### config.mk
export PLATFORM = sky130hd
export DESIGN_NAME = noise_burst_ctrl
export DESIGN_NICKNAME = d
export VERILOG_FILES = /design/src/rtl/noise_pkg.sv /design/src/rtl/noise_burst_ctrl.sv
export SDC_FILE = /design/constraint.sdc
export NUM_CORES = 1
export LEC_CHECK = 0
export ABC_AREA = 1
export CAP_MARGIN = 20
export CORE_MARGIN = 2
export CORE_UTILIZATION = 55
export CTS_BUF_LIST = sky130_fd_sc_hd__clkbuf_16
export CTS_CLUSTER_DIAMETER = 60
export CTS_CLUSTER_SIZE = 20
export DETAILED_ROUTE_END_ITERATION = 16
export PLACE_DENSITY = 0.85
export SLEW_MARGIN = 20
export SYNTH_ARGS = -nofsm -noshare
export SYNTH_HDL_FRONTEND = slang
export SYNTH_SLANG_ARGS = --single-unit
### constraint.sdc
create_clock -name CLK -period 3.4 [get_ports CLK]
set_input_delay 0.51 -clock CLK [delete_from_list [all_inputs] [get_ports CLK]]
set_output_delay 0.51 -clock CLK [all_outputs]
set_load 0.02 [all_outputs]
### src/rtl/noise_pkg.sv
// Shared types and defaults for the noise burst sequencer.
package noise_pkg;

   localparam int CNT_W_DEF      = 16;
   localparam int CLR_CYCLES_DEF = 2;

   typedef enum logic [2:0] {
      ST_IDLE,
      ST_CLEAR,
      ST_START,
      ST_RUN,
      ST_PAUSE,
      ST_FIN
   } state_t;

endpackage

### src/rtl/noise_burst_ctrl.sv
// Burst sequencer for the Gaussian noise summation stage: clear FIFO, start,
// count writes, stop after exactly the requested count, pause on almost-full, abort.
module noise_burst_ctrl
   import noise_pkg::*;
#(
   parameter int CNT_W      = CNT_W_DEF,
   parameter int CLR_CYCLES = CLR_CYCLES_DEF
) (
   input  logic             CLK,
   input  logic             RESET,
   input  logic             TRIG,
   input  logic [CNT_W-1:0] NUM_SAMPLES,
   input  logic             ABORT,
   input  logic             FIFO_AFULL,
   input  logic             WR_MON,
   output logic             NOISE_RST,
   output logic             SUM_START,
   output logic             SUM_STOP,
   output logic             BUSY,
   output logic             DONE,
   output logic             ABORTED,
   output logic             TRIG_LOST,
   output logic [CNT_W-1:0] WR_COUNT
);

   localparam int CLR_W = (CLR_CYCLES > 1) ? $clog2(CLR_CYCLES) : 1;
   localparam logic [CLR_W-1:0] CLR_LOAD = CLR_W'(CLR_CYCLES - 1);

   state_t           state, state_nxt;
   logic [CLR_W-1:0] clr_cnt;
   logic [CNT_W-1:0] target;
   logic [CNT_W-1:0] wr_count;
   logic             abort_flg;
   logic             aborted_q;
   logic             trig_lost_q;
   logic             accept;
   logic             abort_go;
   logic             last_wr;

   assign last_wr = WR_MON && (wr_count == target - CNT_W'(1));

   always_comb begin
      state_nxt = state;
      SUM_STOP  = 1'b0;
      accept    = 1'b0;
      abort_go  = 1'b0;
      case (state)
         ST_IDLE: begin
            if (TRIG && NUM_SAMPLES != '0) begin
               accept    = 1'b1;
               state_nxt = ST_CLEAR;
            end
         end
         ST_CLEAR: begin
            // A fresh abort during a normal clear restarts the clear window.
            if (ABORT && !abort_flg)
               abort_go = 1'b1;
            else if (clr_cnt == '0)
               state_nxt = abort_flg ? ST_IDLE : ST_START;
         end
         ST_START: begin
            // Start still goes out; the following clear resets the noise stage.
            if (ABORT) begin
               abort_go  = 1'b1;
               state_nxt = ST_CLEAR;
            end else begin
               state_nxt = ST_RUN;
            end
         end
         ST_RUN: begin
            if (ABORT) begin
               SUM_STOP  = 1'b1;
               abort_go  = 1'b1;
               state_nxt = ST_CLEAR;
            end else if (last_wr) begin
               SUM_STOP  = 1'b1;
               state_nxt = ST_FIN;
            end else if (FIFO_AFULL) begin
               SUM_STOP  = 1'b1;
               state_nxt = ST_PAUSE;
            end
         end
         ST_PAUSE: begin
            if (ABORT) begin
               abort_go  = 1'b1;
               state_nxt = ST_CLEAR;
            end else if (!FIFO_AFULL) begin
               state_nxt = ST_START;
            end
         end
         ST_FIN:  state_nxt = ST_IDLE;
         default: state_nxt = ST_IDLE;
      endcase
   end

   always_ff @(posedge CLK) begin
      if (RESET) begin
         state       <= ST_IDLE;
         clr_cnt     <= '0;
         target      <= '0;
         wr_count    <= '0;
         abort_flg   <= 1'b0;
         aborted_q   <= 1'b0;
         trig_lost_q <= 1'b0;
      end else begin
         state       <= state_nxt;
         trig_lost_q <= TRIG && (state != ST_IDLE || NUM_SAMPLES == '0);
         aborted_q   <= (state == ST_CLEAR) && (state_nxt == ST_IDLE);
         if (accept) begin
            target    <= NUM_SAMPLES;
            wr_count  <= '0;
            abort_flg <= 1'b0;
            clr_cnt   <= CLR_LOAD;
         end else begin
            if (abort_go) begin
               abort_flg <= 1'b1;
               clr_cnt   <= CLR_LOAD;
            end else if (state == ST_CLEAR && clr_cnt != '0) begin
               clr_cnt <= clr_cnt - CLR_W'(1);
            end
            if (state == ST_RUN && WR_MON)
               wr_count <= wr_count + CNT_W'(1);
         end
      end
   end

   assign NOISE_RST = (state == ST_CLEAR);
   assign SUM_START = (state == ST_START);
   assign BUSY      = (state != ST_IDLE);
   assign DONE      = (state == ST_FIN);
   assign ABORTED   = aborted_q;
   assign TRIG_LOST = trig_lost_q;
   assign WR_COUNT  = wr_count;

endmodule
==> Implementation_results.wiki, run 1 <==
{| class="wikitable"
! Metric !! Value
|-
| Sequential-to-total area share from yosys stat || 32.5%
|-
| Final #Nets || 437
|-
| Via count normalized by instance count || 5.36
|-
| Die Span Y || 70.1 µm
|-
| Horiz. Die Dim || 70.1 µm
|-
| Run status || finished clean
|-
| Pins over their slew limit || 0
|-
| Number of rows in the core area || 24
|-
| Critical path data required time || 2.89 ns
|-
| Worst skew pair latency || 0.28 ns
|-
| Synth Net Count || 391
|-
| Max clock buf depth || 2
|-
| Total grt overflow || 0
|-
| Number of filler instances in the final layout || 358
|-
| Wire length of the first global-routing pass || 9770 µm
|-
| Setup crit end || SUM_STOP
|-
| Max-capacitance violation count || 0
|-
| RSZ-0062 raised after global routing || false
|-
| Async S/R FF share, synth || 0%
|-
| FF-to-FF End || state[1]
|-
| Top achievable clock speed || 357 MHz
|-
| Routed WL per cell || 12.3 µm
|-
| Number of buffers inserted by post-CTS setup repair || 0
|-
| Post-synthesis register bit count || 39
|-
| Setup total negative slack || 0 ns
|-
| Worst slew margin || 71.3%
|-
| Cell Chain, Critical Path || inv_1, ha_1, nand2_1, nor2_4, nand2_1, nand2_1, nand2_1, nor2_1, nand2_1, nor2_1, nand2_1, nand2_1, o21ai_0, inv_1, dlymetal6s2s_1
|-
| Die area || 4910 µm²
|-
| Top-level port count || 45
|-
| CP max FO || 6
|-
| Maximum vdd ir drop || 0.278 mV
|-
| Crit Path Class || register to primary output
|-
| Filler-free cell count of the finished design || 466
|-
| Vias in the first global route || 2,315
|-
| Unique masters post-synth || 40
|-
| Critical-path top delay cell || sky130_fd_sc_hd__dfxtp_1
|-
| Final Worst Setup Slack || 0.596 ns
|-
| Count of instances resized after the clock tree is built || 0
|-
| Multi-input combinational cell area || 1410 µm²
|-
| Measured slew at the worst slew-check pin || 0.430 ns
|-
| Final worst clock skew || 0.00734 ns
|-
| Reg2Reg Setup Slack || 1.42 ns
|-
| Final Power || 1.27 mW
|-
| Ant. Diodes || 0
|-
| Vias || 2,499
|-
| Antenna violation net count after detailed routing || 0
|-
| Cell type with the highest occurrence count on the critical path || sky130_fd_sc_hd__nand2_1
|-
| Final Cycle Share || 82.5%
|-
| Clock tree from TritonCTS || done
|-
| Total number of H-tree levels || 2
|-
| Synth Cell Area || 2400 µm²
|-
| Number of clock sinks || 39
|-
| Worst slack on hold paths || 0.489 ns
|-
| Yosys warnings || 0
|-
| Kind of start point of the critical path || register
|-
| IO Port Bufs || 44
|-
| Num CTS Buffers || 5
|-
| Worst endpoint data arrival time || 2.29 ns
|-
| Post-detail-place hpwl || 4290 µm
|-
| Delay of the slowest critical-path stage || 0.31 ns
|-
| Critical R2R Launch || target[0]
|-
| 1st-pass router iterations || 6
|-
| Area growth syn-to-layout || 26.1%
|-
| Count of flip-flops with a built-in enable after synthesis || 0
|-
| Buffer type at the clock tree root || sky130_fd_sc_hd__clkbuf_16
|-
| Hold Crit Class || register to register
|-
| Post-placement worst setup slack || 0.423 ns
|-
| Post-CTS Hold Buffers || 0
|-
| Post-route minimum period || 2.80 ns
|-
| Main flop type after synthesis || sky130_fd_sc_hd__dfxtp_1
|-
| Placed cells || 458
|-
| Final Routed Wirelength || 5710 µm
|-
| Global-route total usage across every layer || 24.3%
|-
| Number of antenna violations at the first check in global routing || 0
|-
| Worst-case reg-to-reg path depth || 15
|-
| CP Capture Type || primary output
|-
| Post-CTS clock slew at the launch and capture registers of the worst setup and hold paths || 0.06 ns
|-
| Residual DRC || 0
|-
| Maximum number of pins on one net before global-route repair || 18
|-
| Static power due to leakage || 1.33 nW
|-
| Source of the critical timing path || target[0]
|-
| Area used by sequential logic in the layout || 781 µm²
|-
| P per Cell Area || 420 nW/µm²
|-
| Setup Viol. Count Final || 0
|-
| Average cell area after synthesis || 6.55 µm²
|-
| Final Wtd Congestion || 0.907
|-
| Starting Density || 56.0%
|-
| Number of instances in the synthesized netlist || 367
|-
| Share of cells above drive strength 1 || 7.00%
|-
| Drt initial violations || 156
|-
| Core outline area || 4290 µm²
|-
| Hold violation total from the final report || 0
|}
sequential cells by signal, summed over array words and instances (netlist names):
signal	flops
ABORTED	1
TRIG_LOST	1
clr_cnt	1
target	16
WR_COUNT	16
state	3
abort_flg	1
worst min-delay path by stage:
stage	from	end	cells after the start	slack, ns
floorplan	target[1]	target[1]	2	0.45
global placement	target[1]	target[1]	2	0.46
detailed placement	abort_flg	abort_flg	2	0.48
CTS	abort_flg	abort_flg	2	0.49
global route	abort_flg	abort_flg	2	0.51
finish	abort_flg	abort_flg	2	0.49
worst max-delay path: cells and delay by family (launching register included):
family                     cells  cell delay, ns
AOI/OAI and AO/OA              1            0.07
adders and majority gates      1            0.22
buffers and inverters          3            0.37
DFF                            1            0.31
and+or+nand+nor               10            1.04
cells by family (layout without fill, tap and decap cells):
logic type,Yosys count,count (layout),share of synthesized area [%]
simple gates,201,201,39.7
buf+inv,56,103,9.06
compound gates,54,54,12.2
flops,39,39,32.5
xor+xnor,15,15,5.47
fa+ha+maj,2,2,1.04
synthesized netlist by cell type, types with 2 or more instances:
master,count,area (µm²)
sky130_fd_sc_hd__xor2_1,7,61.3
sky130_fd_sc_hd__buf_2,2,10.0
sky130_fd_sc_hd__xnor2_1,8,70.1
sky130_fd_sc_hd__nand3_1,28,140
sky130_fd_sc_hd__nand3b_1,2,15.0
sky130_fd_sc_hd__nor3_2,2,20.0
sky130_fd_sc_hd__o21ai_0,16,80.1
sky130_fd_sc_hd__o211ai_1,2,15.0
sky130_fd_sc_hd__nor4_1,4,25.0
sky130_fd_sc_hd__nor2_4,4,45.0
sky130_fd_sc_hd__nand2_2,2,12.5
sky130_fd_sc_hd__nor2_2,2,12.5
sky130_fd_sc_hd__clkbuf_1,3,11.3
sky130_fd_sc_hd__or2_0,2,12.5
sky130_fd_sc_hd__a21oi_1,29,145
sky130_fd_sc_hd__nand2_1,98,368
sky130_fd_sc_hd__nor2_1,40,150
sky130_fd_sc_hd__dfxtp_1,39,781
sky130_fd_sc_hd__nand4_1,2,12.5
sky130_fd_sc_hd__nand2_4,2,22.5
sky130_fd_sc_hd__ha_1,2,25.0
sky130_fd_sc_hd__inv_1,47,176
sky130_fd_sc_hd__inv_2,2,7.51
sky130_fd_sc_hd__nor3_1,6,30.0
per-stage QoR:
step           util [%]  cell area, µm²
2_1_floorplan         -            2400
6_report           70.6            3030
3_5_place_dp       67.3            2890
3_3_place_gp       67.3            2890
5_1_grt            70.6            3030
4_1_cts            70.5            3030
power breakdown:
| group | internal (mW) | switching [mW] | leakage (nW) |
|---|---|---|---|
| Combinational | 0.123 | 0.203 | 0.931 |
| Clock | 0.265 | 0.175 | 0.0762 |
| Sequential | 0.484 | 0.0238 | 0.318 |
| Total | 0.871 | 0.402 | 1.33 |
placed cells by master, fill, tap and decap left out, types with 4 or more instances in the layout:
cell type                         count
sky130_fd_sc_hd__nand2_1             98
sky130_fd_sc_hd__inv_1               49
sky130_fd_sc_hd__clkdlybuf4s50_1     43
sky130_fd_sc_hd__nor2_1              40
sky130_fd_sc_hd__dfxtp_1             39
sky130_fd_sc_hd__a21oi_1             29
sky130_fd_sc_hd__nand3_1             28
sky130_fd_sc_hd__o21ai_0             16
sky130_fd_sc_hd__xnor2_1              8
sky130_fd_sc_hd__xor2_1               7
sky130_fd_sc_hd__nor3_1               6
sky130_fd_sc_hd__clkbuf_16            5
sky130_fd_sc_hd__nor2_4               4
sky130_fd_sc_hd__nor4_1               4
per-layer routing:
metal / part of all wire (%) / global-route usage [%]
met3: 7.3 / 6.35
met1: 43 / 29.0
met5: 0 / 0
met2: 48 / 43.1
met4: 1.7 / 6.62
area by class of cell:
type                            count  share of cell area [%]
Tap cell                           52                    2.15
Sequential cell                    39                    25.8
Clock buffer                        5                    4.13
Timing Repair Buffer               45                    14.9
Multi-Input combinational cell    272                    46.3
Clock inverter                      3                   0.413
Inverter                           50                    6.36
Power figures use the tool's default switching activity.
==> inputs of run 2 (changes only) <==
Settings changed: CORE_UTILIZATION 55 to 47, PLACE_DENSITY 0.85 to 0.77.
Clock period 3.4 ns to 2.5 ns, I/O delays scaled along.
==> run 2 against run 1 <==
Net effect: die area is 16% higher; via count is 4.6% higher; sequential cell count stayed put; clock power is 61% higher; worst hold slack worse by 0.0058 ns; core utilization is 3.4 points lower; sequential power is 36% higher; cell count is 10% higher; critical path type unchanged.
==> Implementation_results.wiki, run 2 (synthesis results as in run 1) <==
{| class="wikitable"
! Metric !! Value
|-
| Worst endpoint data arrival time || 2.06 ns (-0.23 ns)
|-
| Commonest non-fill, non-tap cell in the layout || sky130_fd_sc_hd__nand2_1
|-
| Cell Chain, Critical Path || nor2_2, nand2_2, nor2_4, nand2_1, nand2_1, nand2_1, nor2_2, nand3_1, nor2_1, nand2_2, nand2_2, o21ai_2, inv_1, buf_6
|-
| Relative contribution of the clock network to total power || 36.4% (+1.8 points)
|-
| Die Span Y || 75.5 µm (+7.7%)
|-
| P per Cell Area || 576 nW/µm² (+37%)
|-
| Buffer type at the clock tree root || sky130_fd_sc_hd__clkbuf_16
|-
| Antenna violation net count after detailed routing || 0 (unchanged)
|-
| Area growth syn-to-layout || 40.1%
|-
| Post-detail-place hpwl || 4670 µm (+8.8%)
|-
| Part of the total power dissipated in sequential elements || 35.7% (-4.2 points)
|-
| Worst-case reg-to-reg path depth || 15 (unchanged)
|-
| Clock tree from TritonCTS || done
|-
| Number of rows in the core area || 26 (+8.3%)
|-
| IO Port Bufs || 44 (unchanged)
|-
| Delay of the slowest critical-path stage || 0.36 ns (+0.05 ns)
|-
| Final Routed Wirelength || 6250 µm (+9.4%)
|-
| Number of cells traversed by the worst hold path || 2 (unchanged)
|-
| Sw power || 0.586 mW (+46%)
|-
| Kind of start point of the critical path || register
|-
| Die area || 5700 µm² (+16%)
|-
| Int Power || 1.35 mW (+55%)
|-
| Hold violation total from the final report || 0 (unchanged)
|-
| Critical-path top delay cell || sky130_fd_sc_hd__dfxtp_1
|-
| Measured slew at the worst slew-check pin || 0.390 ns (-0.0397 ns)
|-
| Number of antenna violations at the first check in global routing || 0 (unchanged)
|-
| Core outline area || 5010 µm² (+17%)
|-
| Final Cycle Share || 97.4%
|-
| Number of clock sinks || 39 (unchanged)
|-
| Run status || finished clean
|-
| Crit Path Class || register to primary output
|-
| Post-route minimum period || 2.44 ns
|-
| Total grt overflow || 0 (unchanged)
|-
| Top achievable clock speed || 411 MHz
|-
| Max clock buf depth || 2 (unchanged)
|-
| Hold Crit Class || register to register
|-
| Num CTS Buffers || 5 (unchanged)
|-
| Routed WL per cell || 12.2 µm (-0.81%)
|-
| Horiz. Die Dim || 75.5 µm (+7.7%)
|-
| Setup Viol. Count Final || 0 (unchanged)
|-
| Critical path data required time || 2.12 ns (-0.77 ns)
|-
| Final #Nets || 467 (+6.9%)
|-
| Final Wtd Congestion || 0.836 (-7.8%)
|-
| Highest-count cells in the layout ignoring fill and taps || sky130_fd_sc_hd__nand2_1, sky130_fd_sc_hd__inv_1, sky130_fd_sc_hd__clkdlybuf4s50_1
|-
| 1st-pass router iterations || 4 (-2)
|-
| RSZ-0062 raised after global routing || true
|-
| Number of filler instances in the final layout || 442 (+23%)
|-
| Total number of H-tree levels || 2 (unchanged)
|-
| Top-level port count || 45 (unchanged)
|-
| Pins over their slew limit || 0 (unchanged)
|-
| CP max FO || 6 (unchanged)
|-
| Starting Density || 48.0% (-8.0 points)
|-
| Post-CTS clock slew at the launch and capture registers of the worst setup and hold paths || 0.06 ns (about the same)
|-
| Via count normalized by instance count || 5.08 (-5.2%)
|-
| Post-CTS Hold Buffers || 0 (unchanged)
|-
| Static power due to leakage || 1.47 nW (+11%)
|-
| Ant. Diodes || 0 (unchanged)
|-
| Part of the power in combinational logic || 27.8% (+2.2 points)
|-
| Drt initial violations || 124 (-21%)
|-
| Share of cells above drive strength 1 || 18.2% (+11 points)
|-
| Max-capacitance violation count || 0 (unchanged)
|-
| CP Capture Type || primary output
|-
| Final worst clock skew || 0.00444 ns (-0.00290 ns)
|-
| Maximum number of pins on one net before global-route repair || 18 (unchanged)
|-
| Wire length of the first global-routing pass || 10,100 µm (+3.0%)
|-
| Global-route total usage across every layer || 22.8% (-1.5 points)
|-
| Worst skew pair latency || 0.28 ns (about the same)
|-
| Vias || 2,613 (+4.6%)
|-
| Vias in the first global route || 2,396 (+3.5%)
|-
| Post-placement worst setup slack || -0.228 ns (-0.651 ns)
|-
| Residual DRC || 0 (unchanged)
|-
| Worst slew margin || 73.9% (+2.6 points)
|-
| Switching power share of the total || 30.2% (-1.4 points)
|-
| Setup total negative slack || 0 ns (unchanged)
|-
| Final Worst Setup Slack || 0.0646 ns (-0.531 ns)
|-
| Maximum vdd ir drop || 0.340 mV (+23%)
|}
run 2: cell count changes in the layout (fill, tap and decap cells not counted), moves of 2 or more:
cell                      change
sky130_fd_sc_hd__o21ai_0      -2
sky130_fd_sc_hd__nor2_2       +5
sky130_fd_sc_hd__dfxtp_1      -3
sky130_fd_sc_hd__nor2_1       -6
sky130_fd_sc_hd__nand2_2      +6
sky130_fd_sc_hd__inv_2        +2
sky130_fd_sc_hd__dfxtp_2      +3
sky130_fd_sc_hd__buf_4       +29
sky130_fd_sc_hd__inv_1        -4
sky130_fd_sc_hd__nand2_1      -6
sky130_fd_sc_hd__buf_6        +2
run 2: worst max-delay path: cells and delay by family (launching register included):
kind | cells | cell delay (ns)
AOI/OAI and AO/OA | 1 | 0.05
DFF | 1 | 0.36
buffers and inverters | 2 | 0.18
and+or+nand+nor | 11 | 1.19
run 2: path summary, 6_finish.rpt:
kind | slack (ns) | to | startpoint
worst min-delay path | 0.48 | abort_flg | abort_flg
worst min register to register | 0.48 | abort_flg | abort_flg
worst max register to register | 0.55 | state[1] | target[3]
worst max-delay path | 0.06 | SUM_STOP | target[3]
run 2: layer usage:
layer	up-vias	share of wire (%)	global-route usage [%]
met1	1187	45	29.5
met2	77	47	38.7
li1	1338	-	-
met5	-	0	0
met4	0	1.5	6.63
met3	11	6.2	4.37
run 2: power by group through the flow:
stage	Sequential (mW)	Clock, mW	Combinational (mW)
after floorplan	0.698	0	0.311
after global placement	0.699	0	0.479
after detailed placement	0.700	0	0.489
after CTS	0.688	0.711	0.507
after global routing	0.697	0.744	0.601
final	0.693	0.707	0.540
run 2: what timing repair did:
action                                  4_1_cts  5_1_grt
resized for setup                            10       21
setup buffers                                 2        1
endpoints found under the setup margin        1        1
pin swaps                                     4       11
run 2: through the flow:
step / power (mW) / area (µm²) / hold WS (ns) / cells / utilization (%)
after floorplan: 1.01 / 2400 / 0.448 / 367 / -
after global routing: 2.04 / 3370 / 0.510 / 514 / 67.2
after detailed placement: 1.19 / 3120 / 0.471 / 503 / 62.2
final: 1.94 / 3370 / 0.483 / 514 / 67.2
after CTS: 1.91 / 3310 / 0.478 / 513 / 66.0
after global placement: 1.18 / 3120 / 0.465 / 503 / 62.2
run 2: layout make-up:
cell class | count | area (µm²) | area share [%]
repair buffers | 75 | 678 | 20.1
clock buffers | 5 | 125 | 3.71
inverters | 50 | 193 | 5.72
multi-input cells | 272 | 1460 | 43.4
well taps | 70 | 87.6 | 2.60
flip-flops and latches | 39 | 785 | 23.3
clock inverters | 3 | 38.8 | 1.15
